--- src/rtl/param_fifo_if.sv ---
// Handshake and status bundle for param_fifo: write/read requests, data and
// occupancy/error flags grouped so the FIFO and its user share one port.
interface param_fifo_if #(
  parameter int fifo_width = 32,
  parameter int fifo_depth = 8
);
  localparam int CW = $clog2(fifo_depth) + 1;

  logic                  flush;
  logic                  push;
  logic                  pop;
  logic [fifo_width-1:0] data_in;
  logic                  clr_err;
  logic [fifo_width-1:0] data_out;
  logic                  fifo_full;
  logic                  fifo_empty;
  logic                  almost_full;
  logic                  almost_empty;
  logic [CW-1:0]         count;
  logic                  overflow;
  logic                  underflow;

  modport master (
    output flush, push, pop, data_in, clr_err,
    input  data_out, fifo_full, fifo_empty, almost_full, almost_empty,
           count, overflow, underflow
  );

  modport slave (
    input  flush, push, pop, data_in, clr_err,
    output data_out, fifo_full, fifo_empty, almost_full, almost_empty,
           count, overflow, underflow
  );
endinterface

--- src/rtl/param_fifo.sv ---
// Synchronous show-ahead FIFO with wrap-bit pointers, almost-full/empty
// thresholds, flush, and sticky overflow/underflow flags.
module param_fifo #(
  parameter int fifo_depth = 8,
  parameter int fifo_width = 32,
  parameter int af_level   = fifo_depth - 2,
  parameter int ae_level   = 1
) (
  input  logic        clk,
  input  logic        reset,
  param_fifo_if.slave bus
);
  localparam int AW = $clog2(fifo_depth);
  localparam int PW = AW + 1;
  localparam logic [PW-1:0] AF_LVL = PW'(af_level);
  localparam logic [PW-1:0] AE_LVL = PW'(ae_level);
  localparam logic [PW-1:0] ONE    = PW'(1);

  logic [PW-1:0]         wr_ptr_q, wr_ptr_d;
  logic [PW-1:0]         rd_ptr_q, rd_ptr_d;
  logic                  overflow_q, overflow_d;
  logic                  underflow_q, underflow_d;
  logic [fifo_width-1:0] mem_q [fifo_depth];

  logic          full, empty, push_ok, pop_ok, wr_en;
  logic [PW-1:0] count_w;

  assign full    = (wr_ptr_q[AW] != rd_ptr_q[AW]) &&
                   (wr_ptr_q[AW-1:0] == rd_ptr_q[AW-1:0]);
  assign empty   = (wr_ptr_q == rd_ptr_q);
  assign count_w = wr_ptr_q - rd_ptr_q;

  // A pop on the same edge frees the slot a full-FIFO push needs.
  assign pop_ok  = bus.pop && !empty;
  assign push_ok = bus.push && (!full || pop_ok);
  assign wr_en   = push_ok && !bus.flush;

  always_comb begin
    wr_ptr_d    = wr_ptr_q;
    rd_ptr_d    = rd_ptr_q;
    overflow_d  = overflow_q;
    underflow_d = underflow_q;
    if (bus.clr_err) begin
      overflow_d  = 1'b0;
      underflow_d = 1'b0;
    end
    if (bus.flush) begin
      wr_ptr_d = '0;
      rd_ptr_d = '0;
    end else begin
      if (push_ok) wr_ptr_d = wr_ptr_q + ONE;
      if (pop_ok)  rd_ptr_d = rd_ptr_q + ONE;
      // Setting comes after clearing so a coincident set wins.
      if (bus.push && !push_ok) overflow_d  = 1'b1;
      if (bus.pop  && !pop_ok)  underflow_d = 1'b1;
    end
  end

  always_ff @(posedge clk) begin
    if (reset) begin
      wr_ptr_q    <= '0;
      rd_ptr_q    <= '0;
      overflow_q  <= 1'b0;
      underflow_q <= 1'b0;
    end else begin
      wr_ptr_q    <= wr_ptr_d;
      rd_ptr_q    <= rd_ptr_d;
      overflow_q  <= overflow_d;
      underflow_q <= underflow_d;
    end
  end

  always_ff @(posedge clk) begin
    if (!reset && wr_en) mem_q[wr_ptr_q[AW-1:0]] <= bus.data_in;
  end

  // Empty masks the read so unwritten storage never reaches data_out.
  assign bus.data_out     = empty ? '0 : mem_q[rd_ptr_q[AW-1:0]];
  assign bus.fifo_full    = full;
  assign bus.fifo_empty   = empty;
  assign bus.count        = count_w;
  assign bus.almost_full  = (count_w >= AF_LVL);
  assign bus.almost_empty = (count_w <= AE_LVL);
  assign bus.overflow     = overflow_q;
  assign bus.underflow    = underflow_q;
endmodule

--- src/flat_wrapper.sv ---
// flat-port wrapper written by rule: the top's interface ports become plain ports
module param_fifo_flat 
#(
  parameter int fifo_depth = 8,
  parameter int fifo_width = 32,
  parameter int af_level   = fifo_depth - 2,
  parameter int ae_level   = 1
)
  (clk, reset, bus_flush, bus_push, bus_pop, bus_data_in, bus_clr_err, bus_data_out, bus_fifo_full, bus_fifo_empty, bus_almost_full, bus_almost_empty, bus_count, bus_overflow, bus_underflow);
  param_fifo_if #(.fifo_width(fifo_width), .fifo_depth(fifo_depth)) bus_i ();
  input  logic clk;
  input  logic reset;
  input wire logic [$bits(bus_i.flush)-1:0] bus_flush;
  input wire logic [$bits(bus_i.push)-1:0] bus_push;
  input wire logic [$bits(bus_i.pop)-1:0] bus_pop;
  input wire logic [$bits(bus_i.data_in)-1:0] bus_data_in;
  input wire logic [$bits(bus_i.clr_err)-1:0] bus_clr_err;
  output wire logic [$bits(bus_i.data_out)-1:0] bus_data_out;
  output wire logic [$bits(bus_i.fifo_full)-1:0] bus_fifo_full;
  output wire logic [$bits(bus_i.fifo_empty)-1:0] bus_fifo_empty;
  output wire logic [$bits(bus_i.almost_full)-1:0] bus_almost_full;
  output wire logic [$bits(bus_i.almost_empty)-1:0] bus_almost_empty;
  output wire logic [$bits(bus_i.count)-1:0] bus_count;
  output wire logic [$bits(bus_i.overflow)-1:0] bus_overflow;
  output wire logic [$bits(bus_i.underflow)-1:0] bus_underflow;
  assign bus_i.flush = bus_flush;
  assign bus_i.push = bus_push;
  assign bus_i.pop = bus_pop;
  assign bus_i.data_in = bus_data_in;
  assign bus_i.clr_err = bus_clr_err;
  assign bus_data_out = bus_i.data_out;
  assign bus_fifo_full = bus_i.fifo_full;
  assign bus_fifo_empty = bus_i.fifo_empty;
  assign bus_almost_full = bus_i.almost_full;
  assign bus_almost_empty = bus_i.almost_empty;
  assign bus_count = bus_i.count;
  assign bus_overflow = bus_i.overflow;
  assign bus_underflow = bus_i.underflow;
  param_fifo #(.fifo_depth(fifo_depth), .fifo_width(fifo_width), .af_level(af_level), .ae_level(ae_level)) u_core (.clk(clk), .reset(reset), .bus(bus_i));
endmodule
--- config.mk ---
export PLATFORM = sky130hd
export DESIGN_NAME = param_fifo_flat
export DESIGN_NICKNAME = d
export VERILOG_FILES = /design/src/rtl/param_fifo_if.sv /design/src/rtl/param_fifo.sv /design/src/flat_wrapper.sv
export SDC_FILE = /design/constraint.sdc
export NUM_CORES = 1
export LEC_CHECK = 0
export CAP_MARGIN = 0
export CORE_ASPECT_RATIO = 0.7
export CORE_MARGIN = 5
export CORE_UTILIZATION = 40
export DETAILED_ROUTE_END_ITERATION = 16
export MAX_ROUTING_LAYER = met4
export PLACE_DENSITY_LB_ADDON = 0.12
export SYNTH_ARGS = -nofsm -noshare
export SYNTH_HDL_FRONTEND = slang
export SYNTH_SLANG_ARGS = --single-unit
--- constraint.sdc ---
create_clock -name clk -period 4.41 [get_ports clk]
set_input_delay 0.6615 -clock clk [delete_from_list [all_inputs] [get_ports clk]]
set_output_delay 0.6615 -clock clk [all_outputs]
set_load 0.02 [all_outputs]
==> results of run 1 <==
[layout make-up]
| type | count | area, um^2 |
|---|---|---|
| Timing Repair Buffer | 100 | 961 |
| Sequential cell | 269 | 7960 |
| Tap cell | 331 | 414 |
| Multi-Input combinational cell | 174 | 2320 |
| Clock inverter | 13 | 92.6 |
| Fill cell | 2099 | 13100 |
| Clock buffer | 36 | 729 |
| Inverter | 8 | 30.0 |
| Antenna cell | 1 | 2.50 |
[metrics by stage]
| stage | instance area [um^2] | total power [mW] | utilization [%] | hold WS (ns) |
|---|---|---|---|---|
| after detailed placement | 11700 | 3.10 | 45.6 | 0.469 |
| final | 12500 | 5.16 | 48.8 | 0.471 |
| after global routing | 12500 | 5.36 | 48.8 | 0.500 |
| after global placement | 11700 | 3.09 | 45.6 | 0.459 |
| after floorplan | 10400 | 2.97 | - | 0.464 |
| after CTS | 12500 | 5.23 | 48.8 | 0.479 |
[worst max-delay path: stages, from the launching register on]
cell	delay, ns
dfxtp_1	0.44
inv_1	0.08
ha_1	0.32
and3_1	0.31
a21boi_4	0.72
buf_4	0.33
a22o_1	0.18
clkdlybuf4s50_1	0.61
[cells in the mapped netlist (all sizes together)]
cell and n:
nand2b 2, buf 17, and2 1, a21o 1, a21oi 6, nand4 2
a211oi 1, clkbuf 6, a311oi 1, xor2 1, mux4 64, or3 4
dfxtp 13, o21ai 1, and3b 1, nand3 3, nor2 7, mux2i 9
xnor2 2, edfxtp 256, a22o 33, or4 1, inv 8, nor2b 1
and3 1, fa 1, a31oi 1, nand2 17, o31a 1, o311ai 2
nor3 4, a21boi 1, ha 5
[sequential cells by signal (all words and copies together), names as in the netlist, named ones only]
register and count:
u_core.wr_ptr_q 4, u_core.mem_q 256, u_core.bus.overflow 1, u_core.rd_ptr_q 4, u_core.bus.underflow 1
[power by group]
part	total (mW)	leakage, nW	switching (mW)	internal [mW]
registers	2.81	2.41	0.00597	2.81
clock network	2.12	0.405	0.903	1.22
logic	0.226	1.05	0.119	0.106
[cell families after synthesis]
| family | Yosys count |
|---|---|
| AND/OR/NAND/NOR | 44 |
| adder cells (fa/ha/maj) | 6 |
| buffers and inverters | 31 |
| multiplexers | 73 |
| AO/OA/AOI/OAI | 48 |
| XOR/XNOR | 3 |
| flip-flops | 269 |
[metal layers]
| layer | routed length, um | vias to the layer above | GRT usage (%) |
|---|---|---|---|
| li1 | - | 2211 | - |
| met1 | 9500 | 2626 | 20.8 |
| met2 | 10500 | 114 | 24.6 |
| met3 | 1000 | 33 | 2.80 |
| met4 | 396 | 0 | 3.21 |
| met5 | 0 | - | - |
[worst min path at each step]
stage / depth (start not counted) / end / slack (ns) / from
global route: 2 / u_core.bus.underflow / 0.50 / u_core.bus.underflow
detailed placement: 2 / u_core.bus.overflow / 0.47 / u_core.bus.overflow
CTS: 2 / u_core.bus.overflow / 0.48 / u_core.bus.overflow
floorplan: 2 / flop / 0.46 / u_core.rd_ptr_q[2]
global placement: 2 / u_core.bus.overflow / 0.46 / u_core.bus.overflow
finish: 2 / u_core.bus.overflow / 0.47 / u_core.bus.overflow
==> metrics.txt, run 1 <==
Fmax=~0.24 GHz; most common cell after layout, fill and taps aside=edfxtp_1; nets@finish=roughly 620; RSZ-0062 raised after global routing=no; Mapped Avg Cell Area=21.9 um^2; Tmin final=approximately 4.2 ns; # DRC=0; Worst R2R Start=u_core.rd_ptr_q[1]; status=complete, no violations; post-DR wirelength/cell=22.9 um; Reg-to-Reg End=u_core.mem_q[0][6]; Min-Delay Path Class=reg -> reg; vias after detailed routing=4984; post-route antenna net violation count=0; Initial DRT Pass Iterations=4; compound-cell area share of the yosys netlist=under 10%; Pins Over Slew Limit=0; initial antenna violation count=1; critical path class=reg -> out; Clock Tree Root=clkbuf_16; Die Y=about 140 um; Global Route Usage Sum=around 15%; via-per-instance ratio=about 5.3; type of element capturing the critical path=output port; die area=29300 um^2; I/O Buffers=79; Die Wd=slightly above 200 um; largest net degree at the start of global routing=between 60 and 70; synth top area cells=edfxtp_1 (74%), mux4_2 (14%), a22o_1 (2.8%); Ports=80; #FFs+latches synth=269; clock-pin slew on the worst setup and hold paths=approximately 0.060 ns; xor/xnor cell area share of the yosys netlist=less than 1%; clock skew=0.0161 ns; crit path launch=u_core.rd_ptr_q[1]; Placed Cells=between 800 and 900; Post-Synth Adder-Cell Area=less than 1%; Finished Layout Cells=slightly above 900; leak pwr=between 3 and 4 nW; layout cells sized above 1=about 23%; worst-path fanout max=17; Congestion Overflow GR=0; Layout Area Growth over Synthesis=20.7%; vias in the first global route=roughly 5500; Critical Path Source Type=flop; post-synth top area cell=edfxtp_1; Starting DRT DRC Count=~300; Setup TNS Final=0 ns; Netlist cell types=38; Synth Warn #=0; Relative slew margins=26.4%; Num CTS Buffers=27; Placer Congestion=about 0.75; cts repair resizes=0; CP arrival=~3.5 ns; post-synth top area share=between 70 and 80%; post-synthesis sequential area ratio=between 70 and 80%; Max Cap Viol=0; final hold violations=0; postcts setup bufs=0; final wirelength=around 21000 um; Mapped Area=~10000 um^2; Required @ worst endpoint=~3.8 ns; clock tree sinks=around 270; post-synthesis cell count=around 470; Post-DP HPWL=between 10000 and 15000 um; CTS tree=yes; H-tree levels=1; dpl ws=about 0.74 ns; R2R cell count=6; simple-gate area share of the yosys netlist=under 10%; reg2reg setup slack=approximately 1.6 ns; clk_lat worst skew=roughly 0.53 ns; Initial Utilization=between 40% and 50%; post-synthesis mux area share=between 10% and 20%; hold_buf cts=0; syn_nets=518; final worst slack=about 0.23 ns; first-pass GRT wire length=32900 um; Core Area=25600 um^2; main combinational cell family by area after synthesis=multiplexers; Worst Max-Slew Pin Slew=about 1.1 ns; Peak VDD IR=approximately 0.27 mV; Clock Path Buffers=3; number of setup violations in the final report=0; # rows=49; most frequent cells in the layout=edfxtp_1 (256), clkdlybuf4s50_1 (79), mux4_2 (64); Critical Path End=bus_data_out[5]; Period Utilization, post-route=between 90% and 100%; Power per Cell Area=between 400 and 500 nW/um^2
(Power assumes the default switching activity.)
==> run 2: changes to the inputs <==
--- a/config.mk
+++ b/config.mk
@@ -10,8 +10,10 @@
 export CORE_MARGIN = 5
 export CORE_UTILIZATION = 40
 export DETAILED_ROUTE_END_ITERATION = 16
+export GPL_ROUTABILITY_DRIVEN = 1
 export MAX_ROUTING_LAYER = met4
 export PLACE_DENSITY_LB_ADDON = 0.12
+export SLEW_MARGIN = 10
 export SYNTH_ARGS = -nofsm -noshare
 export SYNTH_HDL_FRONTEND = slang
 export SYNTH_SLANG_ARGS = --single-unit
==> constraint.sdc (replaced) <==
create_clock -name clk -period 3.5 [get_ports clk]
set_input_delay 0.525 -clock clk [delete_from_list [all_inputs] [get_ports clk]]
set_output_delay 0.525 -clock clk [all_outputs]
set_load 0.02 [all_outputs]
==> run 2 against run 1 <==
- first-iteration DRC count is 20% lower
- clock skew fell by 0.0048 ns
- flip-flop and latch count stayed put
- non-clock buffer count shrank 2
- critical path type unchanged
- largest power group unchanged
- sequential share of layout area decreased by 0.53 points
- register-to-register slack worse by 0.89 ns
- critical path depth is the same
- final area up 0.87%
- cell count decreased by 0.75%
- count of clock-buffer cells in the layout fell by 2
- sequential power is 26% higher
==> metrics.txt, run 2 (same netlist as run 1, synthesis figures left out) <==
dpl ws=0.462 ns (-0.283 ns); type of element capturing the critical path=output port; Core Area=25600 um^2 (unchanged); die area=29300 um^2 (unchanged); Fmax=around 0.30 GHz; clk_lat worst skew=0.52 ns (about the same); vias after detailed routing=4979 (-0.10%); via-per-instance ratio=5.38 (+0.66%); leak pwr=4.28 nW (+10%); Congestion Overflow GR=0 (unchanged); worst-path fanout max=32 (+15); Required @ worst endpoint=2.97 ns (-0.78 ns); diodes inserted=0 (-1); # rows=49 (unchanged); largest net degree at the start of global routing=33 (-49%); Pins Over Slew Limit=0 (unchanged); sw frac=19.6% (-0.35 points); nets@finish=622 (-0.32%); clock tree sinks=269 (unchanged); net switching power=1.27 mW (+24%); Placer Congestion=0.800 (+6.4%); Post-DP HPWL=12200 um (+0.88%); number of setup violations in the final report=0 (unchanged); Starting DRT DRC Count=235 (-20%); post-route antenna net violation count=0 (unchanged); Clock Power Share=41.1% (about the same); final hold violations=0 (unchanged); Placed Cells=880 (-0.23%); Die Y=145 um (unchanged); critical path class=reg -> out; H-tree levels=1 (unchanged); most common cell after layout, fill and taps aside=edfxtp_1; Die Wd=202 um (unchanged); clock skew=0.0114 ns (-0.00476 ns); CTS tree=yes; most frequent cells in the layout=edfxtp_1 (256), mux4_2 (64), clkdlybuf4s50_1 (54); Clock Path Buffers=3 (unchanged); Finished Layout Cells=925 (-0.75%); Worst Max-Slew Pin Slew=1.11 ns (+0.0241 ns); final worst slack=0.121 ns (-0.107 ns); internal power=5.23 mW (+26%); Num CTS Buffers=27 (unchanged); Tmin final=approximately 3.4 ns; Initial Utilization=40.4% (unchanged); I/O Buffers=79 (unchanged); Period Utilization, post-route=a little over nine tenths; Global Route Usage Sum=15.1% (-0.14 points); Critical Path Source Type=flop; Met1 Wirelength=9510 um (+0.17%); Min-Delay Path Class=reg -> reg; clock-pin slew on the worst setup and hold paths=0.06 ns (about the same); vias in the first global route=5362 (-3.0%); Max Used Layer=met4; Max Cap Viol=0 (unchanged); final wirelength=21300 um (-0.25%); RSZ-0062 raised after global routing=no; first-pass GRT wire length=32500 um (-1.2%); Layout Area Growth over Synthesis=21.8%; CP arrival=2.85 ns (-0.67 ns); Comb pwr share=4.4% (about the same); met2 routed WL=10400 um (-0.17%); initial antenna violation count=0 (-1); Hold Slack=0.482 ns (+0.0114 ns); Initial DRT Pass Iterations=4 (unchanged); post-DR wirelength/cell=23.0 um (+0.50%); postcts setup bufs=0 (unchanged); Peak VDD IR=0.317 mV (+16%); # DRC=0 (unchanged); Sequential Power Share=54.6% (about the same); Met3 Wirelength=1040 um (+4.2%); layout cells sized above 1=22.6% (+0.059 points); Clock Tree Root=clkbuf_16; max reg flops=256 (unchanged); final total power=6.50 mW (+26%); Power per Cell Area=515 nW/um^2 (+25%); Ports=80 (unchanged); status=complete, no violations; Relative slew margins=24.8% (-1.6 points)
==> run 2: cell count changes in the layout (fill, tap and decap cells not counted), sizes merged <==
cell	previous run	this run
buf	21	19
bufinv	1	2
clkbuf	36	34
clkdlybuf4s50	79	54
clkinv	10	8
diode	1	0
dlygate4sd2	0	2
dlymetal6s2s	0	23
inv	10	9
==> run 2: metal layers <==
layer  vias up  track usage [%]
li1       2210                -
met2       107             25.5
met4         0             2.89
met5         -                -
met3        28             2.78
met1      2634             19.8
==> run 2: repair_timing <==
item,CTS,global route
setup endpoints to repair,12,30
hold buffers,0,0
gates resized for setup,5,24
endpoints found under the hold margin,0,0
==> run 2: power by group through the flow <==
stage          clock, mW  sequential (mW)  combinational [mW]
6_report            2.67             3.55               0.283
5_1_grt             2.87             3.55               0.306
4_1_cts             2.74             3.55               0.293
3_5_place_dp           0             3.61               0.292
3_3_place_gp           0             3.61               0.286
2_1_floorplan          0             3.61               0.128
==> run 2: cell type report <==
class                      count  area (um^2)
fill                        2057        13000
sequential                   269         7960
multi-input combinational    174         2330
timing repair buffer          98         1080
clock buffer                  34          702
tap                          331          414
clock inverter                11          105
inverter                       8         30.0
==> run 2: final timing paths <==
check,slack [ns],startpoint,endpoint,cells after the start
setup / recovery,0.12,u_core.rd_ptr_q[1],bus_data_out[10],7
hold / removal,0.48,u_core.bus.overflow,u_core.bus.overflow,2
hold reg to reg,0.48,u_core.bus.overflow,u_core.bus.overflow,2
setup reg to reg,0.67,u_core.wr_ptr_q[0],u_core.mem_q[1][1],6
==> run 2: worst max-delay path, cell delays in order (launching register included) <==
cell and delay, ns:
dfxtp_1 0.43, inv_1 0.07, ha_1 0.31, and3_2 0.29
a21boi_4 0.19, buf_12 0.23, a22o_1 0.19, clkdlybuf4s50_1 0.60
==> run 2: through the flow <==
step                setup TNS, ns  cell area (um^2)  util, %
floorplan                  -33.42             10400        -
global placement                0             11700     45.8
detailed placement              0             11700     45.8
CTS                             0             12600     49.0
global route                    0             12600     49.2
finish                          0             12600     49.2
